$ cat src/rtl/k503_line_scanner.sv
// Per-scanline object Y-hit scanner: walks the object table once per line and
// queues index/row/flip of every 503-style Y hit into a small FIFO for the renderer.
module k503_line_scanner #(
    parameter int unsigned NUM_OBJ   = 64,
    parameter int unsigned MAX_HITS  = 8,
    parameter int unsigned SPR_HBITS = 4,
    localparam int unsigned AW = $clog2(NUM_OBJ),
    localparam int unsigned PW = $clog2(MAX_HITS),
    localparam int unsigned CW = PW + 1
) (
    input  logic                 clk,
    input  logic                 reset,
    input  logic                 cen_i,
    input  logic                 line_start_i,
    input  logic [7:0]           vcnt_i,
    output logic [AW-1:0]        obj_addr_o,
    input  logic [7:0]           obj_y_i,
    input  logic                 obj_flipx_i,
    input  logic                 obj_flipy_i,
    output logic                 hit_valid_o,
    input  logic                 hit_rd_i,
    output logic [AW-1:0]        hit_idx_o,
    output logic [SPR_HBITS-1:0] hit_row_o,
    output logic                 hit_flipx_o,
    output logic [CW-1:0]        hit_count_o,
    output logic                 busy_o,
    output logic                 overflow_o
);

    localparam logic [1:0] ST_IDLE = 2'd0;
    localparam logic [1:0] ST_SCAN = 2'd1;
    localparam logic [1:0] ST_LAST = 2'd2;

    logic [1:0]    state_q, state_d;
    logic [AW-1:0] addr_q, addr_d;
    logic [7:0]    vcnt_q, vcnt_d;
    logic          busy_q, busy_d;
    logic          ovf_q, ovf_d;
    logic [PW-1:0] wptr_q, wptr_d, rptr_q, rptr_d;
    logic [CW-1:0] count_q, count_d;

    logic [AW-1:0]        idx_mem [MAX_HITS];
    logic [SPR_HBITS-1:0] row_mem [MAX_HITS];
    logic                 fx_mem  [MAX_HITS];

    logic [7:0]           sum;
    logic                 is_hit;
    logic [SPR_HBITS-1:0] row;
    logic [AW-1:0]        eval_idx;
    logic                 eval_en;
    logic                 pop;
    logic                 full;
    logic                 push;

    always_comb begin
        sum      = obj_y_i + vcnt_q;
        is_hit   = &sum[7:SPR_HBITS];
        row      = sum[SPR_HBITS-1:0] ^ {SPR_HBITS{obj_flipy_i}};
        // Data on obj_y_i belongs to the address presented one cen cycle earlier.
        eval_idx = (state_q == ST_LAST) ? addr_q : addr_q - 1'b1;
        eval_en  = ((state_q == ST_SCAN) && (addr_q != '0)) || (state_q == ST_LAST);
        pop      = hit_rd_i && (count_q != '0);
        full     = (count_q == CW'(MAX_HITS));
    end

    always_comb begin
        state_d = state_q;
        addr_d  = addr_q;
        vcnt_d  = vcnt_q;
        busy_d  = busy_q;
        ovf_d   = ovf_q;
        wptr_d  = wptr_q;
        rptr_d  = rptr_q;
        count_d = count_q;
        push    = 1'b0;
        if (cen_i) begin
            if (line_start_i) begin
                state_d = ST_SCAN;
                addr_d  = '0;
                vcnt_d  = vcnt_i;
                busy_d  = 1'b1;
                ovf_d   = 1'b0;
                wptr_d  = '0;
                rptr_d  = '0;
                count_d = '0;
            end else begin
                if (pop) begin
                    rptr_d = rptr_q + 1'b1;
                end
                case (state_q)
                    ST_SCAN: begin
                        if (addr_q == AW'(NUM_OBJ - 1)) begin
                            state_d = ST_LAST;
                        end else begin
                            addr_d = addr_q + 1'b1;
                        end
                    end
                    ST_LAST: begin
                        state_d = ST_IDLE;
                        busy_d  = 1'b0;
                        addr_d  = '0;
                    end
                    default: ;
                endcase
                if (eval_en && is_hit) begin
                    if (!full || pop) begin
                        push   = 1'b1;
                        wptr_d = wptr_q + 1'b1;
                    end else begin
                        // A dropped hit ends the scan for this line.
                        ovf_d   = 1'b1;
                        busy_d  = 1'b0;
                        addr_d  = '0;
                        state_d = ST_IDLE;
                    end
                end
                count_d = count_q + CW'(push) - CW'(pop);
            end
        end
    end

    always_ff @(posedge clk or posedge reset) begin
        if (reset) begin
            state_q <= ST_IDLE;
            addr_q  <= '0;
            vcnt_q  <= '0;
            busy_q  <= 1'b0;
            ovf_q   <= 1'b0;
            wptr_q  <= '0;
            rptr_q  <= '0;
            count_q <= '0;
        end else begin
            state_q <= state_d;
            addr_q  <= addr_d;
            vcnt_q  <= vcnt_d;
            busy_q  <= busy_d;
            ovf_q   <= ovf_d;
            wptr_q  <= wptr_d;
            rptr_q  <= rptr_d;
            count_q <= count_d;
        end
    end

    always_ff @(posedge clk) begin
        if (push) begin
            idx_mem[wptr_q] <= eval_idx;
            row_mem[wptr_q] <= row;
            fx_mem[wptr_q]  <= obj_flipx_i;
        end
    end

    assign obj_addr_o  = addr_q;
    assign hit_valid_o = (count_q != '0);
    assign hit_idx_o   = hit_valid_o ? idx_mem[rptr_q] : '0;
    assign hit_row_o   = hit_valid_o ? row_mem[rptr_q] : '0;
    assign hit_flipx_o = hit_valid_o ? fx_mem[rptr_q] : 1'b0;
    assign hit_count_o = count_q;
    assign busy_o      = busy_q;
    assign overflow_o  = ovf_q;

endmodule

$ cat config.mk
export PLATFORM = sky130hd
export DESIGN_NAME = k503_line_scanner
export DESIGN_NICKNAME = d
export VERILOG_FILES = /design/src/rtl/k503_line_scanner.sv
export SDC_FILE = /design/constraint.sdc
export NUM_CORES = 1
export LEC_CHECK = 0
export ABC_AREA = 1
export CORE_UTILIZATION = 43
export DETAILED_ROUTE_END_ITERATION = 6
export HOLD_SLACK_MARGIN = 0.1
export PLACE_DENSITY = 0.67
export SLEW_MARGIN = 0
export SYNTH_ARGS = -nofsm -noshare
export SYNTH_HDL_FRONTEND = slang
export SYNTH_SLANG_ARGS = --single-unit
$ cat constraint.sdc
create_clock -name clk -period 3.4 [get_ports clk]
set_input_delay 0.34 -clock clk [delete_from_list [all_inputs] [get_ports clk]]
set_output_delay 0.34 -clock clk [all_outputs]
set_load 0.03 [all_outputs]
==> reports/metrics.csv, run 1 <==
metric;value;unit
buffers added on ports;46;
average instance area after synthesis;9.99;sq um
clock tree skew after final layout;0.00947;ns
number of nets in the finished design;676;
antenna-violating nets left;0;
final worst-path cycle share;0.912;
Max Clock Freq;0.323;GHz
delay of the slowest cell on the worst path;0.65;ns
global-route wire length before repair;19700;um
Max Cap Viol;0;
worst slew margin relative to its limit;0.369;
family with the most delay on the worst path;buffers and inverters;
H-Tree Level Count;4;
horizontal die dimension;116;um
number of enable flip-flop cells after synthesis;88;
cts hold-fix bufs;0;
path type of the worst setup path;reg -> out;
Worst setup SP type;register;
worst r2r path cells;18;
power density relative to cell area;722;nW/um^2
Overflow after GRT;0;
number of instances resized during post-cts repair;0;
layout cells sized above 1;0.119;
Clock transition at path regs;0.05;ns
cell at the root of the clock tree;clkbuf_16;
count of boundary I/O pins;47;
post-DR wirelength/cell;15.0;um
kind of end point of the critical path;output port;
clock sink count;116;
endpoint of the worst-slack reg-to-reg timing path;hit_count_o[2]$_DFFE_PP0P_;
GRT Overall Usage;0.199;
clock tree buffer depth;2;
IR Drop Worst-Case VDD;338;uV
unrepaired setup endpoints after global routing;false;
Initial DRC Count;209;
slowest stage cell, crit path;clkdlybuf4s50_1;
R2R Setup Slk;0.36;ns
insertion delay to the later sink of the worst-skew pair;0.41;ns
half-perimeter wire length of the detailed placement result;8150;um
die outline area;13500;sq um
clock period minus final worst setup slack;3.10;ns
number of buffers inserted during clock tree synthesis;17;
synthesized netlist cell count;563;
Area Growth Syn to Fin;24.3;%
leading cell types by total area after synthesis;edfxtp_1 47%, dfrtp_1 12%, o21ai_0 5.9%;
worst flop-to-flop path startpoint;vcnt_q[0]$_DFFE_PP0P_;
Cell Area, Synth;5630;sq um
dominant register cell in the synthesized netlist;edfxtp_1;
last weighted congestion value of the routability-driven placer;0.821;
leakage power figure;2.84;nW
combined buffer and inverter count along the critical path;3;
most numerous cell in the Yosys netlist;edfxtp_1;
count of yosys warnings during synthesis;0;
Total Wirelength;12200;um
floorplan die height;116;um
final setup fails;0;
Core ar.;12700;sq um
number of global-route vias before repair;4089;
number of antenna violations at the first check in global routing;0;
antenna diode count;0;
required time of the worst setup path;3.06;ns
post-synth cell types;33;
final design area excluding fillers;6990;sq um
most frequent cell on the critical path;o21ai_0;
max-slew violation count;0;
share of Yosys cell area claimed by the top area cell type;0.470;
worst-path maximum fanout;28;
cell chain of the critical path;clkinv_1 -> buf_12 -> o21ai_0 -> o22ai_1 -> o21ai_0 -> a31oi_1 -> clkdlybuf4s50_1;
vias per std cell;5.09;
slew at the pin with the worst max-slew slack;0.937;ns
Final Hold Violating Endpoints;0;
Area after DPL;6420;sq um
routed vias;4160;
post-synthesis async set-or-reset flop share;0.241;
data arrival time of the critical path;2.76;ns
status;complete, no violations;
portion of the post-synthesis area used by sequential elements;0.594;
net count after synthesis;607;
post-CTS repair timing setup buffer count;0;
number of filler cells placed in the layout;1128;
TritonCTS clock tree;done;
hold slack final;0.306;ns
post-synthesis sequential element count;116;
pin count of the biggest net entering global routing;46;
detailed-routing iteration count for the pre-antenna-repair pass;4;
cell types with the highest counts after synthesis;88 x edfxtp_1, 86 x nor2_1, 85 x nand2_1;
initial core utilization;0.444;
cell type with the largest total area after synthesis;edfxtp_1;
floorplan row count;41;
remaining routing DRC violations;0;
class of the worst hold path;in -> async;
## cell families (layout without fill, tap and decap cells)
group | Yosys count | after routing | share of synthesized area
and+or+nand+nor | 233 | 233 | 0.184
DFF | 116 | 116 | 0.594
AOI/OAI and AO/OA | 102 | 102 | 0.0976
buffers and inverters | 76 | 158 | 0.0518
adders and majority gates | 21 | 21 | 0.0494
xor gates and xnor gates | 15 | 15 | 0.0233
## metrics by stage
| step | std cells | utilization | power, mW | setup slack (ns) | TNS (ns) |
|---|---|---|---|---|---|
| finish | 817 | 0.552 | 5.05 | 0.301 | 0 |
| floorplan | 563 | - | 2.79 | 0.415 | 0 |
| CTS | 817 | 0.552 | 5.09 | 0.337 | 0 |
| detailed placement | 785 | 0.507 | 3.35 | -0.0375 | -0.0375 |
| global placement | 785 | 0.507 | 3.32 | 0.0142 | 0 |
| global route | 817 | 0.552 | 5.30 | 0.0839 | 0 |
## routing by layer
layer	GRT usage	part of all wire	wire, um	up-vias
li1	-	-	-	2064
met1	0.246	0.45	5570	1969
met2	0.337	0.48	5900	103
met3	0.0394	0.038	465	24
met4	0.0897	0.026	317	0
met5	0	0	0	-
## tightest hold or removal path, cell delays in order
cell and delay [ns]:
clkdlybuf4s50_1 0.39, inv_1 0.05, buf_4 0.35
## registers in the layout, indices dropped and copies added (netlist names)
name         count
idx_mem         48
hit_count_o      4
vcnt_q           8
wptr_q           3
state_q          2
rptr_q           3
row_mem         32
busy_o           1
obj_addr_o       6
fx_mem           8
overflow_o       1
## placed cells by master, fill, tap and decap left out, drive strengths merged
| cell | synthesis | layout |
|---|---|---|
| nand4 | 9 | 9 |
| edfxtp | 88 | 88 |
| or2 | 2 | 2 |
| nor3 | 8 | 8 |
| xor2 | 10 | 10 |
| bufinv | 0 | 3 |
| fa | 2 | 2 |
| o21ai | 68 | 68 |
| o31ai | 1 | 1 |
| buf | 5 | 27 |
| inv | 53 | 53 |
| nand2 | 90 | 90 |
| a31oi | 11 | 11 |
| ha | 19 | 19 |
| clkbuf | 17 | 21 |
| clkinv | 1 | 8 |
| nand3 | 32 | 32 |
| clkdlybuf4s50 | 0 | 45 |
| dfrtp | 28 | 28 |
| nor2 | 92 | 92 |
| o22ai | 13 | 13 |
| a21o | 1 | 1 |
| a21oi | 8 | 8 |
| xnor2 | 5 | 5 |
| clkinvlp | 0 | 1 |
## power breakdown
group	switching, mW	internal, mW	total (mW)
Sequential	0.0413	1.65	1.70
Combinational	1.04	0.580	1.62
Clock	0.592	1.14	1.73
Total	1.68	3.38	5.05
## worst max-delay path by stage
stage                                     start  slack, ns                          to  depth (start not counted)
after CTS                 vcnt_q[0]$_DFFE_PP0P_       0.34  hit_count_o[2]$_DFFE_PP0P_                         18
after detailed placement             obj_y_i[0]      -0.04  hit_count_o[2]$_DFFE_PP0P_                         19
final                     rptr_q[0]$_DFFE_PP0P_       0.30                hit_row_o[3]                          7
after global routing      vcnt_q[0]$_DFFE_PP0P_       0.08  hit_count_o[2]$_DFFE_PP0P_                         18
after global placement               obj_y_i[0]       0.01  hit_count_o[2]$_DFFE_PP0P_                         19
after floorplan           vcnt_q[0]$_DFFE_PP0P_       0.42  hit_count_o[2]$_DFFE_PP0P_                         18
## cell type report
type	instances	area, sq um	area share
Sequential cell	116	3340	0.478
Multi-Input combinational cell	371	1990	0.285
Timing Repair Buffer	72	666	0.0952
Clock buffer	21	440	0.0630
Tap cell	172	215	0.0308
Inverter	54	203	0.0290
Clock inverter	11	135	0.0193
No activity file was read; power rests on OpenSTA's default activity.
==> run 2, diff against run 1 <==
--- a/config.mk
+++ b/config.mk
@@ -6,10 +6,12 @@
 export NUM_CORES = 1
 export LEC_CHECK = 0
 export ABC_AREA = 1
-export CORE_UTILIZATION = 43
+export CELL_PAD_IN_SITES_DETAIL_PLACEMENT = 1
+export CELL_PAD_IN_SITES_GLOBAL_PLACEMENT = 2
+export CORE_UTILIZATION = 37
 export DETAILED_ROUTE_END_ITERATION = 6
 export HOLD_SLACK_MARGIN = 0.1
-export PLACE_DENSITY = 0.67
+export PLACE_DENSITY = 0.84
 export SLEW_MARGIN = 0
 export SYNTH_ARGS = -nofsm -noshare
 export SYNTH_HDL_FRONTEND = slang
==> run 2 against run 1 <==
  * Final cell count is 1.2% higher
  * Total power rose by 1.7%
  * Sequential power barely moved
  * First-iteration DRC count shrank 22%
  * Count of clock-buffer cells in the layout decreased by 3
  * Global-route usage shrank 0.30 points
  * Flip-flop and latch count unchanged
  * Final area hardly changed
  * Clock skew increased by 0.0022 ns
  * Non-clock buffer count fell by 2
  * Worst setup slack improved by 0.012 ns
  * The run now ends with design-rule violations left
  * Critical endpoint is now hit_row_o[2]
==> reports/metrics.csv, run 2 (synthesis results as in run 1) <==
metric;value;unit;change
status;complete, but fails checks;;
failing checks;design-rule violations;;
IR Drop Worst-Case VDD;327;uV;-3.1%
clock period minus final worst setup slack;3.09;ns;-0.0121 ns
Area after DPL;6410;sq um;-0.16%
worst r2r path cells;18;;unchanged
most flop-heavy register;idx_mem;;
GRT Overall Usage;0.196;;-0.00304
floorplan row count;44;;+7.3%
detailed-routing iteration count for the pre-antenna-repair pass;6;;+2
cts hold-fix bufs;0;;unchanged
final worst-path cycle share;0.908;;-0.00357
worst slew margin relative to its limit;0.438;;+0.0692
last weighted congestion value of the routability-driven placer;0.769;;-6.3%
number of instances resized during post-cts repair;0;;unchanged
hold slack final;0.292;ns;-0.0138 ns
worst flop-to-flop path startpoint;vcnt_q[0]$_DFFE_PP0P_;;
Max Cap Viol;0;;unchanged
number of global-route vias before repair;4520;;+11%
post-DR wirelength/cell;17.1;um;+14%
clock sink count;116;;unchanged
antenna-violating nets left;0;;unchanged
most frequent standard cell in the layout excluding fill and tap cells;edfxtp_1;;
initial core utilization;0.383;;-0.0613
buffers added on ports;46;;unchanged
routed vias;4214;;+1.3%
most frequent cell on the critical path;inv_1;;
max-slew violation count;0;;unchanged
post-CTS repair timing setup buffer count;0;;unchanged
slew at the pin with the worst max-slew slack;0.834;ns;-0.103 ns
number of antenna violations at the first check in global routing;0;;unchanged
Most Crowded Layer GR;met2;;
count of boundary I/O pins;47;;unchanged
cell chain of the critical path;inv_1 -> ha_1 -> inv_1 -> nor2_1 -> inv_1 -> o21ai_0 -> a31oi_1 -> clkdlybuf4s50_1;;
Initial DRC Count;162;;-22%
Core ar.;14700;sq um;+16%
half-perimeter wire length of the detailed placement result;9290;um;+14%
Max Clock Freq;0.324;GHz;+0.39%
Power Total;5.14;mW;+1.7%
Final Hold Violating Endpoints;0;;unchanged
H-Tree Level Count;4;;unchanged
leakage power figure;2.81;nW;-1.1%
unrepaired setup endpoints after global routing;false;;
layout cells sized above 1;0.118;;-0.00118
clock tree skew after final layout;0.0116;ns;+0.00217 ns
Clock transition at path regs;0.05;ns;about the same
number of nets in the finished design;674;;-0.30%
family with the most delay on the worst path;buffers and inverters;;
remaining routing DRC violations;3;;+3
insertion delay to the later sink of the worst-skew pair;0.42;ns;about the same
endpoint of the worst-slack reg-to-reg timing path;hit_count_o[2]$_DFFE_PP0P_;;
die outline area;15700;sq um;+16%
cell at the root of the clock tree;clkbuf_16;;
Total Wirelength;14200;um;+16%
Overflow after GRT;0;;unchanged
biggest registers after layout;idx_mem: 48 flops, row_mem: 32 flops;;
R2R Setup Slk;0.36;ns;about the same
met2 routing resource usage after global routing;0.331;;-0.00563
worst-path maximum fanout;12;;-57%
combined buffer and inverter count along the critical path;4;;+1
Area Growth Syn to Fin;24.4;%;about the same
clock tree buffer depth;2;;unchanged
path type of the worst setup path;reg -> out;;
kind of end point of the critical path;output port;;
final design area excluding fillers;7000;sq um;about the same
met3 global-route usage;0.0462;;+0.00677
class of the worst hold path;in -> async;;
M1 GR Usage;0.242;;-0.00332
horizontal die dimension;125;um;+7.7%
Worst setup SP type;register;;
floorplan die height;125;um;+7.7%
pin count of the biggest net entering global routing;46;;unchanged
final setup fails;0;;unchanged
global-route wire length before repair;23200;um;+18%
data arrival time of the critical path;2.75;ns;about the same
required time of the worst setup path;3.06;ns;about the same
vias per std cell;5.10;;about the same
power density relative to cell area;734;nW/um^2;+1.6%
delay of the slowest cell on the worst path;0.73;ns;+0.08 ns
top library cells by usage in the layout, fill and taps aside;88 x edfxtp_1, 86 x nor2_1, 85 x nand2_1;;
number of buffers inserted during clock tree synthesis;17;;unchanged
TritonCTS clock tree;done;;
max reg flops;48;;unchanged
antenna diode count;0;;unchanged
slowest stage cell, crit path;clkdlybuf4s50_1;;
-- run 2: cell count changes in the layout (fill, tap and decap cells not counted) --
cell / previous run / this run
clkbuf_1: 4 / 1
inv_6: 0 / 1
clkdlybuf4s50_1: 45 / 46
buf_12: 1 / 0
clkinv_4: 1 / 0
clkinv_1: 2 / 3
buf_4: 26 / 24
clkinv_2: 5 / 2
clkinvlp_4: 1 / 6
-- run 2: stage by stage --
step	worst slack (ns)	cells	utilization	setup TNS, ns
after global placement	0.00684	795	0.436	0
after CTS	0.269	827	0.476	0
final	0.313	827	0.476	0
after global routing	0.107	827	0.476	0
after detailed placement	-0.0607	795	0.436	-0.0607
after floorplan	0.415	563	-	0
-- run 2: power by group --
| group | internal [mW] | switching (mW) |
|---|---|---|
| logic | 0.574 | 1.08 |
| clock network | 1.14 | 0.641 |
| registers | 1.65 | 0.0437 |
-- run 2: layout make-up --
cell class                 count  area (sq um)
clock buffer                  18           429
clock inverter                14           161
fill                        1623          7700
inverter                      54           203
multi-input combinational    371          1990
sequential                   116          3340
tap                          184           230
timing repair buffer          70           641
-- run 2: worst min-delay path, stage by stage --
cell and delay (ns):
clkdlybuf4s50_1 0.39, inv_1 0.05, buf_4 0.35
-- run 2: metal layers --
metal / part of all wire / routed length, um
met1: 0.45 / 6420
met2: 0.49 / 7000
met3: 0.041 / 575
met4: 0.012 / 168
met5: 0 / 0
-- run 2: worst max path at each step --
stage | endpoint | depth (start not counted) | slack, ns | from
floorplan | hit_count_o[2]$_DFFE_PP0P_ | 18 | 0.42 | vcnt_q[0]$_DFFE_PP0P_
global placement | hit_count_o[2]$_DFFE_PP0P_ | 19 | 0.007 | obj_y_i[0]
detailed placement | hit_count_o[2]$_DFFE_PP0P_ | 19 | -0.06 | obj_y_i[0]
CTS | hit_row_o[0] | 8 | 0.27 | hit_count_o[2]$_DFFE_PP0P_
global route | hit_row_o[2] | 6 | 0.11 | rptr_q[0]$_DFFE_PP0P_
finish | hit_row_o[2] | 8 | 0.31 | hit_count_o[2]$_DFFE_PP0P_
